[src/rtl/video_axis_bridge.sv]
// Bridges a vsync/href/RGB pixel stream to AXI4-Stream video through a first-word-fall-through FIFO.
// Define VIDEO_AXIS_BRIDGE_STATS_EN to build the completed-frame counter on frame_cnt.
module video_axis_bridge #(
    parameter int unsigned C_IMG_WIDTH  = 1024,
    parameter int unsigned C_IMG_HEIGHT = 768,
    parameter int unsigned C_FIFO_DEPTH = 16
) (
    input  logic        clk_in2,
    input  logic        rst,
    input  logic        post_img_vsync,
    input  logic        post_img_href,
    input  logic [7:0]  post_img_red,
    input  logic [7:0]  post_img_green,
    input  logic [7:0]  post_img_blue,
    output logic [23:0] m_axis_tdata,
    output logic        m_axis_tvalid,
    input  logic        m_axis_tready,
    output logic        m_axis_tuser,
    output logic        m_axis_tlast,
    output logic        overflow,
    output logic        line_err,
    output logic        frame_done,
    output logic [15:0] frame_cnt
);
    localparam int unsigned AW = $clog2(C_FIFO_DEPTH);

    typedef enum logic [1:0] {StIdle, StActive, StFlush} state_e;

    state_e      state_q;
    logic        vsync_q, href_q, sof_arm_q;
    logic [10:0] col_q, row_q;
    logic [AW:0] wr_ptr_q, rd_ptr_q;
    logic [25:0] mem_q [C_FIFO_DEPTH];
    logic [25:0] head;
    logic        vs_rise, vs_fall, eol, empty, full, pop, push_req, push, flush_done;

    assign vs_rise    = post_img_vsync & ~vsync_q;
    assign vs_fall    = ~post_img_vsync & vsync_q;
    assign eol        = (col_q == 11'(C_IMG_WIDTH - 1));
    assign empty      = (wr_ptr_q == rd_ptr_q);
    assign full       = (wr_ptr_q[AW] != rd_ptr_q[AW]) &&
                        (wr_ptr_q[AW-1:0] == rd_ptr_q[AW-1:0]);
    assign pop        = ~empty & m_axis_tready;
    assign push_req   = (state_q == StActive) & post_img_href;
    // A push into a full FIFO still succeeds when the head leaves in the same cycle.
    assign push       = push_req & (~full | pop);
    assign flush_done = (state_q == StFlush) & empty;

    assign head          = mem_q[rd_ptr_q[AW-1:0]];
    assign m_axis_tvalid = ~empty;
    assign m_axis_tdata  = empty ? 24'd0 : head[25:2];
    assign m_axis_tuser  = ~empty & head[1];
    assign m_axis_tlast  = ~empty & head[0];

    always_ff @(posedge clk_in2) begin
        if (push) begin
            mem_q[wr_ptr_q[AW-1:0]] <= {post_img_red, post_img_green, post_img_blue, sof_arm_q, eol};
        end
    end

    always_ff @(posedge clk_in2) begin
        if (rst) begin
            state_q    <= StIdle;
            vsync_q    <= 1'b0;
            href_q     <= 1'b0;
            sof_arm_q  <= 1'b0;
            col_q      <= '0;
            row_q      <= '0;
            wr_ptr_q   <= '0;
            rd_ptr_q   <= '0;
            overflow   <= 1'b0;
            line_err   <= 1'b0;
            frame_done <= 1'b0;
        end else begin
            vsync_q    <= post_img_vsync;
            href_q     <= post_img_href;
            frame_done <= flush_done;
            if (push) begin
                wr_ptr_q  <= wr_ptr_q + 1'b1;
                sof_arm_q <= 1'b0;
            end
            if (pop) begin
                rd_ptr_q <= rd_ptr_q + 1'b1;
            end
            if (push_req) begin
                if (!push) begin
                    overflow <= 1'b1;
                end
                if (row_q >= 11'(C_IMG_HEIGHT)) begin
                    line_err <= 1'b1;
                end
                if (eol) begin
                    col_q <= '0;
                    row_q <= row_q + 11'd1;
                end else begin
                    col_q <= col_q + 11'd1;
                end
            end
            // Line ended before reaching the configured width.
            if ((state_q == StActive) && href_q && !post_img_href && (col_q != '0)) begin
                line_err <= 1'b1;
            end
            unique case (state_q)
                StIdle: begin
                    if (vs_rise) begin
                        state_q   <= StActive;
                        col_q     <= '0;
                        row_q     <= '0;
                        sof_arm_q <= 1'b1;
                    end
                end
                StActive: begin
                    if (vs_fall) begin
                        state_q <= StFlush;
                    end
                end
                StFlush: begin
                    if (empty) begin
                        state_q <= StIdle;
                    end
                end
                default: state_q <= StIdle;
            endcase
        end
    end

`ifdef VIDEO_AXIS_BRIDGE_STATS_EN
    logic [15:0] frame_cnt_q;

    always_ff @(posedge clk_in2) begin
        if (rst) begin
            frame_cnt_q <= '0;
        end else if (flush_done) begin
            frame_cnt_q <= frame_cnt_q + 16'd1;
        end
    end

    assign frame_cnt = frame_cnt_q;
`else
    assign frame_cnt = 16'd0;
`endif

endmodule

[config.mk]
export PLATFORM = sky130hd
export DESIGN_NAME = video_axis_bridge
export DESIGN_NICKNAME = d
export VERILOG_FILES = /design/src/rtl/video_axis_bridge.sv
export SDC_FILE = /design/constraint.sdc
export NUM_CORES = 1
export LEC_CHECK = 0
export ABC_AREA = 1
export BUFFER_PORTS_ARGS = -buffer_cell sky130_fd_sc_hd__buf_4
export CAP_MARGIN = 25
export CORE_ASPECT_RATIO = 0.7
export CORE_MARGIN = 3
export CORE_UTILIZATION = 58
export CTS_BUF_LIST = sky130_fd_sc_hd__clkbuf_8
export CTS_CLUSTER_SIZE = 8
export DETAILED_ROUTE_END_ITERATION = 8
export PLACE_DENSITY = 0.78
export SYNTH_ARGS = -nofsm -noshare
export SYNTH_HDL_FRONTEND = slang
export SYNTH_SLANG_ARGS = --single-unit
[constraint.sdc]
create_clock -name clk_in2 -period 2.72 [get_ports clk_in2]
set_input_delay 0.136 -clock clk_in2 [delete_from_list [all_inputs] [get_ports clk_in2]]
set_output_delay 0.136 -clock clk_in2 [all_outputs]
set_load 0.03 [all_outputs]
* Yosys cells after proc, flatten, opt, wreduce, memory -nomap -nowiden
Memories as Yosys holds them, arrays and structs flattened. A register that Yosys moved wholly into a read port is not among the register bits.
Index checks and enable logic that the tools add are counted.
W data, S select, Z words.
** Cells by class
- Eq/ne operators :: 9
- Order comparisons :: 1
- Muxes and demuxes :: 23
- Bitwise operators :: 14
- Add/subtract/negate cells :: 4
- Reductions and logical operators :: 12
** Operators with widths (number)
- $mux W11 :: 8
- $mux W24 :: 1
- $add A11 B1 Y11 const B :: 2
- $eq A11 B10 Y1 const B :: 1
- $ge A11 B10 Y1 const B :: 1
- $reduce_bool A11 Y1 :: 1
- $add A5 B1 Y5 const B :: 2
- $and A1 B1 Y1 :: 8
- $mux W1 :: 8
- $mux W4 :: 2
- $mux W2 :: 3
- $ne A2 B2 Y1 const B :: 3
- $pmux W2 S3 :: 1
- $eq A5 B5 Y1 :: 1
- $not A1 Y1 :: 5
- $eq A4 B4 Y1 :: 1
- $logic_and A1 B1 Y1 :: 4
- $reduce_and A2 Y1 :: 2
- $reduce_bool A2 Y1 :: 2
- $reduce_and A3 Y1 :: 1
- $eq A2 B1 Y1 const B :: 1
- $eq A2 B2 Y1 const B :: 1
- $logic_not A2 Y1 :: 1
- $logic_not A1 Y1 :: 1
- other kinds (2) :: 2
** Storage, ports and cells
- Output and inout bits :: 46
- Flip-flop bits (word level) :: 40
- Memories :: 1
- Bits in writable memories :: 416
** Memory list
- mem_q :: depth 16, bits a word 26, rd ports 1, clocked after Yosys merged registers in 1, write ports 1, RTL line 33 : logic [25:0] mem_q [C_FIFO_DEPTH];

* Longest topological paths before layout
Gate-level depths: netlist of the first run.
- Depth after elaboration :: 8
- Gate-level depth with buffers :: 10
- Mapped depth without buffers :: 10

* Worst setup path before layout of the first run
OpenSTA, ideal clock, no wires.
- Kind :: register to register
- From :: register wr_ptr_q[3]
- To :: memory mem_q[0][0], enable pin
- Required time :: 2.311 ns
- Clock period less this slack :: 2.653 ns
- Slack :: 0.067 ns
- Arrival :: 2.244 ns
- Path buffers :: 1
- Library setup time :: 0.409 ns
- Stages on the path, launching flop included :: 9
- Cells stage by stage :: dfxtp_1 buf_2 xor2_1 nor2_2 nand3_1 nand2_2 inv_2 nand2_1 nor2_1
** On the way
- Word-level cells in the longest chain between the ends :: 7
** Ends and longest elaborated chain
- start: declaration :: RTL line 32 : logic [AW:0] wr_ptr_q, rd_ptr_q;
- start signal: assignment :: RTL line 79 : wr_ptr_q <= wr_ptr_q + 1'b1;
- $eq A5 B5 Y1 or $eq A4 B4 Y1 (tied branches) :: RTL line 40, 42
- $not A1 Y1 or $logic_and A1 B1 Y1 (tied branches) :: RTL line 43, 41
- $and A1 B1 Y1 or $not A1 Y1 (tied branches) :: RTL line 43, 46
- $or A1 B1 Y1 :: RTL line 46 : assign push = push_req & (~full | pop);
- $and A1 B1 Y1 :: RTL line 46
- $mux W1 :: RTL line 56 : if (push) begin
- $mux W1 (not written as such) :: RTL line 57 : mem_q[wr_ptr_q[AW-1:0]] <= {post_img_red, post_img_green, post_img_blue, sof_arm_q, eol};
- end: declaration :: RTL line 33
Several ways; a longest one is shown, not always the timed one.

* Worst setup path in the final report of the first run
- From :: register wr_ptr_q[2]
- To :: output m_axis_tlast
** On the way
- Word-level cells in the longest chain between the ends :: 3
** Ends and longest elaborated chain
- $eq A5 B5 Y1 :: RTL line 40 : assign empty = (wr_ptr_q == rd_ptr_q);
- $not A1 Y1 :: RTL line 53 : assign m_axis_tlast = ~empty & head[0];
- $and A1 B1 Y1 :: RTL line 53
- end: declaration :: RTL line 19 : output logic m_axis_tlast,
Every way passes these cells.

==> flow_summary.ini, run 1 <==
[run_status]
status = finished, final reports clean

[die]
die-area_mm2 = 0.03570
fp.coreArea_mm2 = 0.03262
fp.dieW_um = 224.6
die_y_um = 159.0
io_pins = 75
start_util = 0.5946
rows = 55

[detailed_routing]
firstDrtPassIters = 5
drc = 0
drtIter0Drc = 1302
wl_per_cell_um = 19.64
viasPerCell = 5.732
vias = 12880
drt-total-wl_um = 44140
antenna_left = 0

[setup_path]
critPathCaptureType = primary output
critPathArrivalTime_ns = 2.38
path_cells = xor2_1, nor2_2, nand3_2, inv_4, buf_12, a21oi_1, buf_4
crit_type = reg -> out
cp_num_buf_inv = 3
crit_fanout = 14
critPathMaxStageDelay_ns = 0.50
cp_top_family = buffers and inverters
start_kind = register
slowest_stage = dfxtp_1
worst_ep_required_time_ns = 2.58

[cells_and_area]
diodes = 0
nFillCells = 2275
drive_gt1_frac = 0.1335
nets = 1828
mostFrequentLayoutCells = 416 x edfxtp_1, 267 x inv_1, 181 x nand3_1
area_growth_pct = 13.90
final_common_cell = edfxtp_1

[power_and_ir_drop]
power.total_uw = 15580
p_per_area_mw_per_mm2 = 705.2
ir_worst_vdd_mv = 0.4537
p_leak_uw = 0.008032

[grt]
grtUsageTotal = 0.2471
globalRoute.totalOverflow = 0
antenna_found_initial = 0
grt_first_pass_wirelength_um = 67990
grt_pass1_vias = 12500
grt_max_degree = 86

[timing]
finalSetupTns_ns = 0
fin_crit_ns = 2.512
worst_pin_slew_ns = 0.7975
setup_viol = 0
whs_ns = 0.3670
rsz0062_at_grt = false
fin_crit_sh = 0.9234
skew_ns = 0.02283
maxSlewHeadroom = 0.4684
max_freq_ghz = 0.3982
hold_violations = 0
slew_violations = 0

[flow_run]
max-cap-violations = 0

[cts]
cts_tree = done
cts_root_buf = clkbuf_8
cts_max_path_buffers = 3
clock_latency_ns = 0.61
path_clk_slew_ns = 0.06
h-tree-depth = 3
numCtsBuffers = 71
cts.sinks = 460

[synth]
async_flop_share = 0
synthDistinctLibCells = 38
syn_avg_cell_area_um2 = 11.66
ys_ff_latch = 460
synthCells = 1663
yosys.area.top_type = edfxtp_1
synth_ff_type = edfxtp_1
seq_area_frac_synth = 0.6895
syn_area_mm2 = 0.01939
ys_warn_count = 0
synth_edf_count = 416
yosys-top-cells-area = edfxtp_1 64%, inv_1 4.8%, nand3_1 4.7%
synth_top_area_frac = 0.6441

[placed_design]
io_buffers = 58
gp_congestion = 0.8250
dp_hpwl_um = 26080

[min_path]
hold_class = in -> reg
[cell families (layout without fill, tap and decap cells)]
logic type / after synthesis / in the layout / synth area share
compound gates: 374 / 374 / 0.1121
xor+xnor: 14 / 14 / 0.006322
fa+ha+maj: 9 / 9 / 0.005806
buf+inv: 362 / 504 / 0.08380
flops: 460 / 460 / 0.6895
other cells: 1 / 16 / 0.0001934
simple gates: 443 / 443 / 0.1023
[path summary, 6_finish.rpt]
path | slack (ns) | cells past startpoint | to | start
worst max-delay path | 0.21 | 7 | m_axis_tlast | wr_ptr_q[2]$_SDFFE_PP0P_
worst min-delay path | 0.37 | 3 | wr_ptr_q[2]$_SDFFE_PP0P_ | rst
worst max register to register | 0.26 | 8 | mem_q[14][13]$_DFFE_PP_ | wr_ptr_q[3]$_SDFFE_PP0P_
worst min register to register | 0.45 | 1 | frame_done$_SDFF_PP0_ | state_q[0]$_SDFFE_PP0P_
[layer usage]
| layer | up-vias | share of wire | track usage |
|---|---|---|---|
| met5 | - | 0 | 0 |
| met4 | 0 | 0.027 | 0.08863 |
| met3 | 99 | 0.097 | 0.05640 |
| met2 | 607 | 0.45 | 0.3726 |
| met1 | 6149 | 0.42 | 0.3579 |
| li1 | 6025 | - | - |
[registers in the layout (all words and copies together), names as in the netlist, named ones only]
| signal | count |
|---|---|
| overflow | 1 |
| mem_q | 416 |
| state_q | 2 |
| frame_done | 1 |
| row_q | 11 |
| col_q | 11 |
| wr_ptr_q | 5 |
| href_q | 1 |
| line_err | 1 |
| vsync_q | 1 |
| rd_ptr_q | 5 |
| sof_arm_q | 1 |
[final cells by class]
cell class	instances	area, um^2	area share
inverter	254	959.7	0.04344
clock buffer	74	1018	0.04611
tap	427	534.3	0.02419
multi-input combinational	856	4573	0.2070
timing repair buffer	147	1469	0.06650
sequential	460	13380	0.6058
clock inverter	29	153.9	0.006967
[Yosys cell counts, types with 2 or more instances]
cell type,instances
buf_6,16
nor2_4,3
o211ai_1,104
nor2_1,56
ha_1,9
dfxtp_1,44
o21ai_0,95
xor2_1,9
buf_2,36
clkbuf_1,22
nand2_1,180
buf_4,24
nand3_1,181
inv_2,3
inv_1,249
a21oi_2,10
buf_1,9
nand2_2,2
nor4_1,4
a21oi_1,145
nand4_1,8
xnor2_1,5
o21ai_1,18
edfxtp_1,416
clkinv_1,2
[per-stage QoR]
| stage | cells | cell area [um^2] | setup slack [ns] | utilization |
|---|---|---|---|---|
| global route | 2247 | 22090 | 0.05727 | 0.6772 |
| global placement | 2109 | 20550 | 0.4006 | 0.6299 |
| finish | 2247 | 22090 | 0.2084 | 0.6772 |
| floorplan | 1678 | 19450 | 0.06739 | - |
| detailed placement | 2109 | 20550 | 0.3312 | 0.6299 |
| CTS | 2244 | 22050 | 0.02850 | 0.6759 |
[where the power goes]
group / internal, uW / total, uW / switching, uW
Combinational: 943 / 2720 / 1780
Sequential: 7740 / 7820 / 73.4
Clock: 2560 / 5040 / 2480
[tightest hold or removal path: stages]
cell and delay [ns]:
dlygate4sd3_1 0.52, buf_4 0.21, a21oi_1 0.06
[timing repair]
| action | in CTS | in global routing |
|---|---|---|
| buffers inserted | 2 | 3 |
| endpoints found under the setup margin | 8 | 7 |
| hold buffers | 30 | 0 |
| hold endpoints to repair | 407 | 0 |
| resized for setup | 0 | 4 |
(Power assumes the default switching activity.)
==> run 2: changes to the inputs <==
--- a/constraint.sdc
+++ b/constraint.sdc
@@ -3,2 +3,2 @@
 set_output_delay 0.136 -clock clk_in2 [all_outputs]
-set_load 0.03 [all_outputs]
+set_load 0.005 [all_outputs]
==> run 2 against run 1 <==
Compared with the run above: total power fell by 2.6%; clock power is 1% lower; sequential power barely moved; global-route usage hardly changed; first-iteration DRC count fell by 2.0%; hold slack lost 0.00054 ns; via count down 0.51%; critical path depth unchanged.
==> flow_summary.ini, run 2 (synthesis gave the netlist of run 1 again) <==
[timing]
finalSetupTns_ns = 0
rsz0062_at_grt = false
skew_ns = 0.02908
worst_pin_slew_ns = 0.7879
setup_viol = 0
slew_violations = 0
fin_crit_sh = 0.9479
hold_violations = 0
maxSlewHeadroom = 0.4747
max_freq_ghz = 0.3878
fin_crit_ns = 2.578

[flow_run]
max-cap-violations = 0

[cells_and_area]
area_growth_pct = 13.55
diodes = 0
nets = 1818
drive_gt1_frac = 0.1262
mostFrequentLayoutCells = 416 x edfxtp_1, 274 x inv_1, 181 x nand3_1
final_common_cell = edfxtp_1
nFillCells = 2312
largest_register_ffs = 416

[power_and_ir_drop]
power.total_uw = 15170
ir_worst_vdd_mv = 0.5941
p_leak_uw = 0.008019
p_per_area_mw_per_mm2 = 688.9

[die]
die-area_mm2 = 0.03570
rows = 55
die_y_um = 159.0
start_util = 0.5946
fp.coreArea_mm2 = 0.03262
fp.dieW_um = 224.6
io_pins = 75

[cts]
h-tree-depth = 3
cts_root_buf = clkbuf_8
clock_latency_ns = 0.63
path_clk_slew_ns = 0.06
cts_max_path_buffers = 3
numCtsBuffers = 70
cts.sinks = 460
cts_tree = done

[min_path]
hold_class = in -> reg

[detailed_routing]
antenna_left = 0
drtIter0Drc = 1276
viasPerCell = 5.718
vias = 12810
firstDrtPassIters = 5
drt-total-wl_um = 44050
wl_per_cell_um = 19.66
drc = 0

[placed_design]
gp_congestion = 0.8155
dp_hpwl_um = 25140
io_buffers = 58

[setup_path]
worst_ep_required_time_ns = 2.58
start_kind = register
crit_type = reg -> out
reg2reg_slack_ns = 0.28
crit_fanout = 86
critPathCaptureType = primary output
critPathArrivalTime_ns = 2.44

[grt]
grt_pass1_vias = 12580
grt_max_degree = 87
antenna_found_initial = 0
grtUsageTotal = 0.2473
grt_first_pass_wirelength_um = 68100
globalRoute.totalOverflow = 0

[run_status]
status = finished, final reports clean
## run 2: critical path, stage by stage, from the launching register on
cell      delay, ns
dfxtp_4        0.50
buf_4          0.18
buf_12         0.28
o211ai_1       0.17
nand3_1        0.11
nand3_1        0.12
a21oi_1        0.28
buf_4          0.16
## run 2: path summary, 6_finish.rpt
path                                  from                endpoint  depth (start not counted)
setup / recovery                  register        m_axis_tdata[20]                          7
hold / removal                         rst   line_err$_SDFFE_PP0P_                          3
setup reg to reg  wr_ptr_q[3]$_SDFFE_PP0P_  mem_q[10][6]$_DFFE_PP_                          8
hold reg to reg    state_q[0]$_SDFFE_PP0P_   frame_done$_SDFF_PP0_                          1
## run 2: cell type report
cell class              count  area [um^2]  area share
flip-flops and latches    460        13380      0.6076
well taps                 427        534.3     0.02426
inverters                 254        954.7     0.04335
multi-input cells         856         4573      0.2077
clock inverters            31        126.4    0.005738
clock buffers              75         1032     0.04687
repair buffers            138         1420     0.06448
## run 2: repair_timing
action                     4_1_cts  5_1_grt
hold buffers                    30        0
gates resized for setup          1        3
pin swaps                        0        0
hold endpoints to repair       405        0
setup endpoints to repair       10        3
setup buffers                    2        4
## run 2: where the power goes
group	internal (uW)	switching, uW	leakage, uW
combinational	899	1480	0.00322
sequential	7740	75.3	0.00411
clock	2500	2480	0.000688
## run 2: layer usage
layer,vias to the layer above,wire [um],GRT usage
li1,6015,-,-
met1,6156,18270,0.3421
met2,561,20610,0.3864
met3,82,4003,0.05732
met4,0,1173,0.09498
met5,-,0,0
## run 2: through the flow
| step | utilization | instances | worst slack [ns] | hold slack (ns) | cell area [um^2] |
|---|---|---|---|---|---|
| detailed placement | 0.6276 | 2099 | 0.3042 | 0.3933 | 20470 |
| finish | 0.6751 | 2241 | 0.1416 | 0.3665 | 22020 |
| floorplan | - | 1678 | 0.06739 | 0.2051 | 19450 |
| CTS | 0.6735 | 2237 | 0.08200 | 0.3142 | 21970 |
| global route | 0.6751 | 2241 | 0.02355 | 0.3484 | 22020 |
| global placement | 0.6276 | 2099 | 0.3825 | 0.3794 | 20470 |
